`src/rtl/trial_div_pkg.sv`:
```
// Shared types for the trial-division primality tester.
// Optional trial counter enabled by TRIAL_DIV_STATS_EN.
package trial_div_pkg;

    localparam int TRIALS_W = 8;

    typedef logic [TRIALS_W-1:0] trials_t;

    function automatic trials_t sat_inc(input trials_t v);
        return (v == '1) ? v : v + 1'b1;
    endfunction

endpackage

```
`src/rtl/trial_div.sv`:
```
// Primality tester driving an external divmod with odd trial divisors.
// Define TRIAL_DIV_STATS_EN to add the saturating trials output.
module trial_div
    import trial_div_pkg::*;
#(
    parameter int WIDTH_LOG = 4,
    localparam int WIDTH = 1 << WIDTH_LOG
) (
    input  logic             clk,
    input  logic             rst_n,
    input  logic             go,
    input  logic [WIDTH-1:0] n,
    output logic             ready,
    output logic             error,
    output logic             is_prime,
    output logic [WIDTH-1:0] factor,
`ifdef TRIAL_DIV_STATS_EN
    output logic [TRIALS_W-1:0] trials,
`endif
    output logic             dm_go,
    output logic [WIDTH-1:0] dm_a,
    output logic [WIDTH-1:0] dm_b,
    input  logic             dm_ready,
    input  logic             dm_error,
    input  logic [WIDTH-1:0] dm_div,
    input  logic [WIDTH-1:0] dm_mod
);

    localparam logic [1:0] S_IDLE     = 2'd0;
    localparam logic [1:0] S_CLASSIFY = 2'd1;
    localparam logic [1:0] S_ISSUE    = 2'd2;
    localparam logic [1:0] S_WAIT     = 2'd3;

    typedef enum logic [1:0] {
        IDLE     = S_IDLE,
        CLASSIFY = S_CLASSIFY,
        ISSUE    = S_ISSUE,
        WAIT     = S_WAIT
    } state_t;

    localparam logic [WIDTH-1:0] TWO   = WIDTH'(2);
    localparam logic [WIDTH-1:0] THREE = WIDTH'(3);

    state_t           state, state_nxt;
    logic             go_prev;
    logic [WIDTH-1:0] n_q, n_nxt;
    logic [WIDTH-1:0] d, d_nxt;
    logic             guard, guard_nxt;
    logic             ready_nxt, error_nxt, prime_nxt, go_nxt;
    logic [WIDTH-1:0] factor_nxt, a_nxt, b_nxt;
`ifdef TRIAL_DIV_STATS_EN
    trials_t          trials_nxt;
`endif

    always_comb begin
        state_nxt  = state;
        n_nxt      = n_q;
        d_nxt      = d;
        guard_nxt  = 1'b0;
        ready_nxt  = ready;
        error_nxt  = error;
        prime_nxt  = is_prime;
        factor_nxt = factor;
        go_nxt     = 1'b0;
        a_nxt      = dm_a;
        b_nxt      = dm_b;
`ifdef TRIAL_DIV_STATS_EN
        trials_nxt = trials;
`endif
        unique case (state)
            IDLE: begin
                if (go && !go_prev) begin
                    n_nxt     = n;
                    error_nxt = 1'b0;
                    ready_nxt = 1'b0;
                    guard_nxt = 1'b1;
                    state_nxt = CLASSIFY;
`ifdef TRIAL_DIV_STATS_EN
                    trials_nxt = '0;
`endif
                end
            end
            CLASSIFY: begin
                // Guard cycle first, so trivial results land two cycles after go.
                if (!guard) begin
                    if (n_q < TWO) begin
                        prime_nxt  = 1'b0;
                        factor_nxt = '0;
                        ready_nxt  = 1'b1;
                        state_nxt  = IDLE;
                    end else if (n_q == TWO || n_q == THREE) begin
                        prime_nxt  = 1'b1;
                        factor_nxt = n_q;
                        ready_nxt  = 1'b1;
                        state_nxt  = IDLE;
                    end else if (!n_q[0]) begin
                        prime_nxt  = 1'b0;
                        factor_nxt = TWO;
                        ready_nxt  = 1'b1;
                        state_nxt  = IDLE;
                    end else begin
                        d_nxt     = THREE;
                        state_nxt = ISSUE;
                    end
                end
            end
            ISSUE: begin
                a_nxt     = n_q;
                b_nxt     = d;
                go_nxt    = 1'b1;
                guard_nxt = 1'b1;
                state_nxt = WAIT;
`ifdef TRIAL_DIV_STATS_EN
                trials_nxt = sat_inc(trials);
`endif
            end
            WAIT: begin
                // divmod's ready is stale in the first cycle after the go pulse.
                if (!guard && dm_ready) begin
                    if (dm_error) begin
                        error_nxt  = 1'b1;
                        prime_nxt  = 1'b0;
                        factor_nxt = '0;
                        ready_nxt  = 1'b1;
                        state_nxt  = IDLE;
                    end else if (dm_mod == '0) begin
                        prime_nxt  = 1'b0;
                        factor_nxt = d;
                        ready_nxt  = 1'b1;
                        state_nxt  = IDLE;
                    end else if (dm_div < d) begin
                        prime_nxt  = 1'b1;
                        factor_nxt = n_q;
                        ready_nxt  = 1'b1;
                        state_nxt  = IDLE;
                    end else begin
                        d_nxt     = d + TWO;
                        state_nxt = ISSUE;
                    end
                end
            end
        endcase
    end

    always_ff @(posedge clk or negedge rst_n) begin
        if (!rst_n) begin
            state    <= IDLE;
            go_prev  <= 1'b0;
            n_q      <= '0;
            d        <= '0;
            guard    <= 1'b0;
            ready    <= 1'b1;
            error    <= 1'b0;
            is_prime <= 1'b0;
            factor   <= '0;
            dm_go    <= 1'b0;
            dm_a     <= '0;
            dm_b     <= '0;
`ifdef TRIAL_DIV_STATS_EN
            trials   <= '0;
`endif
        end else begin
            if (state == ISSUE) assert (d[0]);
            if (dm_go) assert (dm_b != '0);
            state    <= state_nxt;
            go_prev  <= go;
            n_q      <= n_nxt;
            d        <= d_nxt;
            guard    <= guard_nxt;
            ready    <= ready_nxt;
            error    <= error_nxt;
            is_prime <= prime_nxt;
            factor   <= factor_nxt;
            dm_go    <= go_nxt;
            dm_a     <= a_nxt;
            dm_b     <= b_nxt;
`ifdef TRIAL_DIV_STATS_EN
            trials   <= trials_nxt;
`endif
        end
    end

endmodule

```
`config.mk`:
```
export PLATFORM = sky130hd
export DESIGN_NAME = trial_div
export DESIGN_NICKNAME = d
export VERILOG_FILES = /design/src/rtl/trial_div_pkg.sv /design/src/rtl/trial_div.sv
export SDC_FILE = /design/constraint.sdc
export NUM_CORES = 1
export LEC_CHECK = 0
export CAP_MARGIN = 20
export CORE_MARGIN = 2
export CORE_UTILIZATION = 35
export CTS_BUF_LIST = sky130_fd_sc_hd__clkbuf_16
export DETAILED_ROUTE_END_ITERATION = 8
export PLACE_DENSITY = 0.6
export SLEW_MARGIN = 25
export SYNTH_ARGS = -nofsm -noshare
export SYNTH_HDL_FRONTEND = slang
export SYNTH_SLANG_ARGS = --single-unit
```
`constraint.sdc`:
```
create_clock -name clk -period 7.5 [get_ports clk]
set_input_delay 1.5 -clock clk [delete_from_list [all_inputs] [get_ports clk]]
set_output_delay 1.5 -clock clk [all_outputs]
set_load 0.01 [all_outputs]
```
==> flow_metrics.py, run 1 <==
metrics = {
    "detailed_routing": {
        "viasPerCell": 5.12,
        "wl_per_cell_um": 16.7,
        "drc": 0,
        "wl_mm": 11.4,
        "drt-pass1-iter-count": 4,
        "drt_iter0_markers": 155,
        "vias": 3499,
        "drtAntennaViolNets": 0,
    },
    "clock_network": {
        "post_cts_buffers": 0,
        "clock-root-buffer": "clkbuf_16",
        "worstSkewPairLatency_ps": 350,
        "hold_buffers": 0,
        "cts_tree": "yes",
        "cts.path.max_buffers": 2,
        "cts.sinks": 88,
        "h-tree-depth": 3,
        "cts_resized": 0,
        "clk_pin_slew_ps": 70,
        "cts_buffers": 9,
    },
    "timing": {
        "max_clock_freq_mhz": 248,
        "rsz0062_at_grt": "no",
        "finalCriticalPeriod_ps": 4030,
        "tightest_slew_ps": 880,
        "setup_tns_ps": 0,
        "layout_setup_ws_ps": 3470,
        "timing.final.crit_share": 0.537,
        "slew_headroom": 0.412,
        "slew_viol_final": 0,
        "finalSetupViolations": 0,
        "fin_skew_ps": 9.15,
        "finalHoldViolCount": 0,
    },
    "logic_synthesis": {
        "async_flop_share": 1.00,
        "syn-instance-count": 411,
        "synth_edf_count": 0,
        "avgSynthCellArea_um2": 10.6,
        "ys_types": 50,
        "synth_flop_cell": "dfrtp_1",
        "synth.top_cell.area_share": 0.501,
        "synth_top_cell_by_area": "dfrtp_1",
        "syn_area_mm2": 0.00434,
        "synth_seq_cells": 88,
        "yosysSeqAreaShare": 0.507,
        "synth_nets": 480,
        "ys_warn_count": 0,
        "synth_most_common_cell": "dfrtp_1",
        "synth_area_leaders": "dfrtp_1 (50%), mux2_2 (10%), nand2_1 (5.7%), ha_1 (4.6%), o21ai_0 (3.0%)",
        "synth_common_cells": "dfrtp_1 (87), nand2_1 (66), mux2_2 (39)",
    },
    "status": {
        "outcome": "finished clean",
    },
    "power_and_ir_drop": {
        "p_per_area_mw_per_mm2": 356,
        "total_power_mw": 2.07,
        "peakVddDrop_v": 0.000140,
        "leakage_nw": 2.42,
    },
    "hold_path": {
        "worstHoldStart": "dm_b[7]$_DFFE_PN0P_",
        "hold_class": "reg -> reg",
    },
    "floorplanning": {
        "dieArea_mm2": 0.0133,
        "rows": 40,
        "core_mm2": 0.0121,
        "die_y_um": 115,
        "initial_utilization": 0.360,
        "pin_count": 105,
        "die_x_um": 115,
    },
    "layout": {
        "fin_util": 0.483,
        "area.sequential_mm2": 0.00220,
        "multiInputGateArea_mm2": 0.00198,
        "area_growth_pct": 34.0,
        "layout-drive-gt1-share": 0.143,
        "nets": 580,
        "antenna_cells": 0,
        "fill_cells": 1136,
    },
    "grt": {
        "use_met3": 0.0450,
        "track_usage": 0.179,
        "antenna_found_initial": 0,
        "met1_usage": 0.246,
        "overflow": 0,
        "grt_max_degree": 50,
        "grt_pass1_vias": 3629,
        "grt_pass1_wl_mm": 18.6,
        "use_met2": 0.283,
        "grt_busiest_layer": "met2",
    },
    "worst_setup_path": {
        "arrival_ps": 4250,
        "critPathMaxStageDelay_ps": 630,
        "crit_path_top_delay_cell": "a21oi_4",
        "crit_family": "compound AO/OA/AOI/OAI gates",
        "critPathMaxFanout": 18,
        "crit_chain": "clkdlybuf4s50_1 -> ha_1 -> a2111o_1 -> a311oi_2 -> o21ai_2 -> a21oi_4 -> mux2_2",
        "cp-start-kind": "input pin",
        "startpoint": "dm_div[1]",
        "reg2reg_from": "d[1]$_DFFE_PN0P_",
        "path_class": "in -> reg",
        "end_kind": "flop",
        "crit_buf_inv": 1,
        "crit_required_ps": 7730,
    },
    "placement": {
        "hpwl_mm": 8.41,
        "finalWeightedCongestion": 0.931,
        "place_ws_ps": 3070,
        "portBuffers": 104,
    },
    "job": {
        "drv_cap": 0,
    },
}
routing by layer:
metal	vias up	wire, um	share of wire
met4	0	159	0.014
met2	93	5310	0.46
met5	-	0	0
li1	1679	-	-
met1	1715	5350	0.47
met3	12	622	0.054
power breakdown:
group          leakage (nW)  internal (mW)  switching (mW)
clock network         0.135          0.231           0.207
registers              1.12          0.654           0.154
logic                  1.17          0.443           0.381
total                  2.42           1.33           0.742
state kept, by name, summed over array words and instances (netlist names), 2 cells and up:
name	cells
n_q	16
d	16
dm_a	16
dm_b	16
state	2
factor	16
worst register-to-register path: cells and delay by family (launching register included):
family | cells | cell delay, ps
flip-flops | 1 | 390
buffers and inverters | 1 | 220
AO/OA/AOI/OAI | 4 | 1630
adder cells (fa/ha/maj) | 1 | 290
multiplexers | 1 | 410
through the flow:
stage,std cells,hold WS [ps],area (um2)
6_report,684,478,5820
5_1_grt,684,504,5820
4_1_cts,683,485,5810
3_5_place_dp,667,470,5520
3_3_place_gp,667,462,5520
2_1_floorplan,411,477,4340
cell usage in the layout, fill, tap and decap left out, types with 2 or more instances in the layout:
master,n
clkdlybuf4s50_1,103
dfrtp_1,87
nand2_1,66
mux2_2,39
o21ai_0,26
inv_1,21
a21oi_1,21
ha_1,16
nor2_1,15
nand4_1,11
nand3_1,11
o211ai_1,10
clkbuf_16,9
nor4_1,8
mux2_4,8
and3_1,5
and4_1,4
nand2b_1,3
nor3_1,3
o22ai_1,3
or3_1,3
mux2i_1,3
inv_6,3
buf_4,3
nor2b_1,2
o2111ai_1,2
or4_1,2
o31ai_1,2
clkinvlp_4,2
cells by family after synthesis:
group,count (synthesis),synth area share
buffers and inverters,39,0.0377
DFF,88,0.507
and+or+nand+nor,134,0.145
adders and majority gates,16,0.0461
AOI/OAI and AO/OA,84,0.128
muxes,50,0.136
final timing paths:
| kind | end | slack (ps) | cells past startpoint |
|---|---|---|---|
| worst max-delay path | factor[12]$_DFFE_PN0P_ | 3470 | 7 |
| worst min-delay path | dm_b[7]$_DFFE_PN0P_ | 480 | 2 |
| worst max register to register | factor[12]$_DFFE_PN0P_ | 4440 | 7 |
| worst min register to register | dm_b[7]$_DFFE_PN0P_ | 480 | 2 |
| max in group asynchronous | factor[12]$_DFFE_PN0P_ | 5370 | 2 |
| min in group asynchronous | dm_go$_DFF_PN0_ | 1110 | 1 |
area by class of cell:
class	count	share of cell area
repair buffers	107	0.183
clock inverters	7	0.0105
inverters	21	0.0135
clock buffers	9	0.0387
multi-input cells	284	0.340
well taps	168	0.0361
flip-flops and latches	88	0.379
No activity file was read; power rests on OpenSTA's default activity.
==> run 2, diff against run 1 <==
Settings changed: PLACE_DENSITY 0.6 to 0.62.
Clock period 7.5 ns to 3.54 ns, I/O delays scaled along.
==> run 2 against run 1 <==
Worst setup slack got worse by 2800 ps. First-iteration DRC count rose by 40%. Die area did not move. Clock power rose by 120%. Combinational power rose by 110%. Largest power group unchanged. Critical path depth rose by 1. Power rose by 110%. Largest cell class unchanged.
==> flow_metrics.py, run 2 (synthesis results as in run 1) <==
metrics = {
    "clock_network": {
        "worstSkewPairLatency_ps": 350,
        "cts.sinks": 88,
        "clock-root-buffer": "clkbuf_16",
        "hold_buffers": 0,
        "cts_buffers": 9,
        "cts_resized": 0,
        "h-tree-depth": 3,
        "post_cts_buffers": 0,
        "clk_pin_slew_ps": 70,
        "cts.path.max_buffers": 2,
        "cts_tree": "yes",
    },
    "placement": {
        "hpwl_mm": 8.09,
        "place_ws_ps": 374,
        "dpl.cell_count": 671,
        "place_area_mm2": 0.00557,
        "finalWeightedCongestion": 0.866,
        "portBuffers": 104,
    },
    "layout": {
        "fill_cells": 1131,
        "layout-drive-gt1-share": 0.148,
        "mostFrequentLayoutCell": "clkdlybuf4s50_1",
        "antenna_cells": 0,
        "nets": 583,
        "fin_util": 0.487,
        "stdcell_area_mm2": 0.00587,
        "layout_common_cells": "clkdlybuf4s50_1 (103), dfrtp_1 (87), nand2_1 (66), mux2_2 (39), o21ai_0 (26)",
        "area_growth_pct": 35.1,
        "fin_cells": 687,
    },
    "worst_setup_path": {
        "rrSetupSlack_ps": 950,
        "critPathMaxFanout": 15,
        "r2r-end": "d[2]$_DFFE_PN0P_",
        "path_class": "in -> reg",
        "arrival_ps": 3060,
        "cp-start-kind": "input pin",
        "crit_required_ps": 3780,
        "rr_worst_depth": 7,
        "reg2reg_from": "d[1]$_DFFE_PN0P_",
        "end_kind": "flop",
    },
    "timing": {
        "slew_viol_final": 0,
        "finalSetupViolations": 0,
        "max_clock_freq_mhz": 354,
        "finalCriticalPeriod_ps": 2820,
        "layout_setup_ws_ps": 718,
        "fin_skew_ps": 10.6,
        "rsz0062_at_grt": "no",
        "slew_headroom": 0.441,
        "tightest_slew_ps": 836,
        "setup_tns_ps": 0,
        "finalHoldViolCount": 0,
        "hold_ws_ps": 393,
        "timing.final.crit_share": 0.797,
    },
    "power_and_ir_drop": {
        "power.share.sequential": 0.382,
        "comb_power_share": 0.399,
        "p_sw_frac": 0.345,
        "internal_power_mw": 2.91,
        "leakage_nw": 2.44,
        "pwr-share-clk": 0.219,
        "peakVddDrop_v": 0.000315,
        "p_per_area_mw_per_mm2": 756,
        "p_sw_mw": 1.53,
        "total_power_mw": 4.44,
    },
    "floorplanning": {
        "die_x_um": 115,
        "core_mm2": 0.0121,
        "rows": 40,
        "dieArea_mm2": 0.0133,
        "initial_utilization": 0.360,
        "die_y_um": 115,
        "pin_count": 105,
    },
    "detailed_routing": {
        "wl_per_cell_um": 16.2,
        "viasPerCell": 5.25,
        "drc": 0,
        "drtAntennaViolNets": 0,
        "wl_mm": 11.1,
        "vias": 3604,
        "drt-pass1-iter-count": 5,
        "drt_iter0_markers": 217,
    },
    "hold_path": {
        "hold_class": "in -> async",
    },
    "grt": {
        "overflow": 0,
        "grt_pass1_wl_mm": 18.0,
        "track_usage": 0.174,
        "grt_max_degree": 89,
        "grt_pass1_vias": 3469,
        "antenna_found_initial": 0,
    },
    "job": {
        "drv_cap": 0,
    },
    "status": {
        "outcome": "finished clean",
    },
}
run 2: cell count changes in the layout (fill, tap and decap cells not counted):
cell	before	now
clkinv_4	1	0
buf_4	3	5
bufinv_16	0	1
clkinv_2	0	1
inv_8	1	0
buf_12	0	1
run 2: cell type report:
class / instances / area, um2 / area share
flip-flops and latches: 88 / 2200 / 0.375
multi-input cells: 284 / 1980 / 0.337
repair buffers: 110 / 1100 / 0.187
clock buffers: 9 / 225 / 0.0384
well taps: 168 / 210 / 0.0358
inverters: 21 / 78.8 / 0.0134
clock inverters: 7 / 76.3 / 0.0130
run 2: metal layers:
layer	track usage	share of wire	routed length, um	vias to the layer above
met3	0.0288	0.053	585	13
li1	-	-	-	1700
met2	0.267	0.46	5160	107
met1	0.249	0.47	5180	1784
met5	0	0	0	-
met4	0.0651	0.017	190	0
run 2: how the worst max path moves through the flow:
stage,start,endpoint,slack (ps)
6_report,dm_div[14],d[2]$_DFFE_PN0P_,720
5_1_grt,dm_div[14],d[2]$_DFFE_PN0P_,560
4_1_cts,dm_div[9],d[2]$_DFFE_PN0P_,720
3_5_place_dp,dm_div[9],d[2]$_DFFE_PN0P_,370
3_3_place_gp,dm_div[9],d[2]$_DFFE_PN0P_,400
2_1_floorplan,dm_div[1],factor[10]$_DFFE_PN0P_,910
run 2: critical path, stage by stage:
cell	delay, ps
clkdlybuf4s50_1	410
ha_1	330
a21oi_1	150
nand2_1	80
a2111oi_2	480
o21a_1	510
nor3_1	150
a22o_1	250
run 2: power by group through the flow:
| stage | combinational [mW] | sequential [mW] | clock [mW] |
|---|---|---|---|
| finish | 1.77 | 1.70 | 0.970 |
| global route | 1.93 | 1.75 | 1.04 |
| CTS | 1.79 | 1.70 | 0.990 |
| detailed placement | 1.78 | 1.71 | 0 |
| global placement | 1.75 | 1.70 | 0 |
| floorplan | 0.942 | 1.73 | 0 |
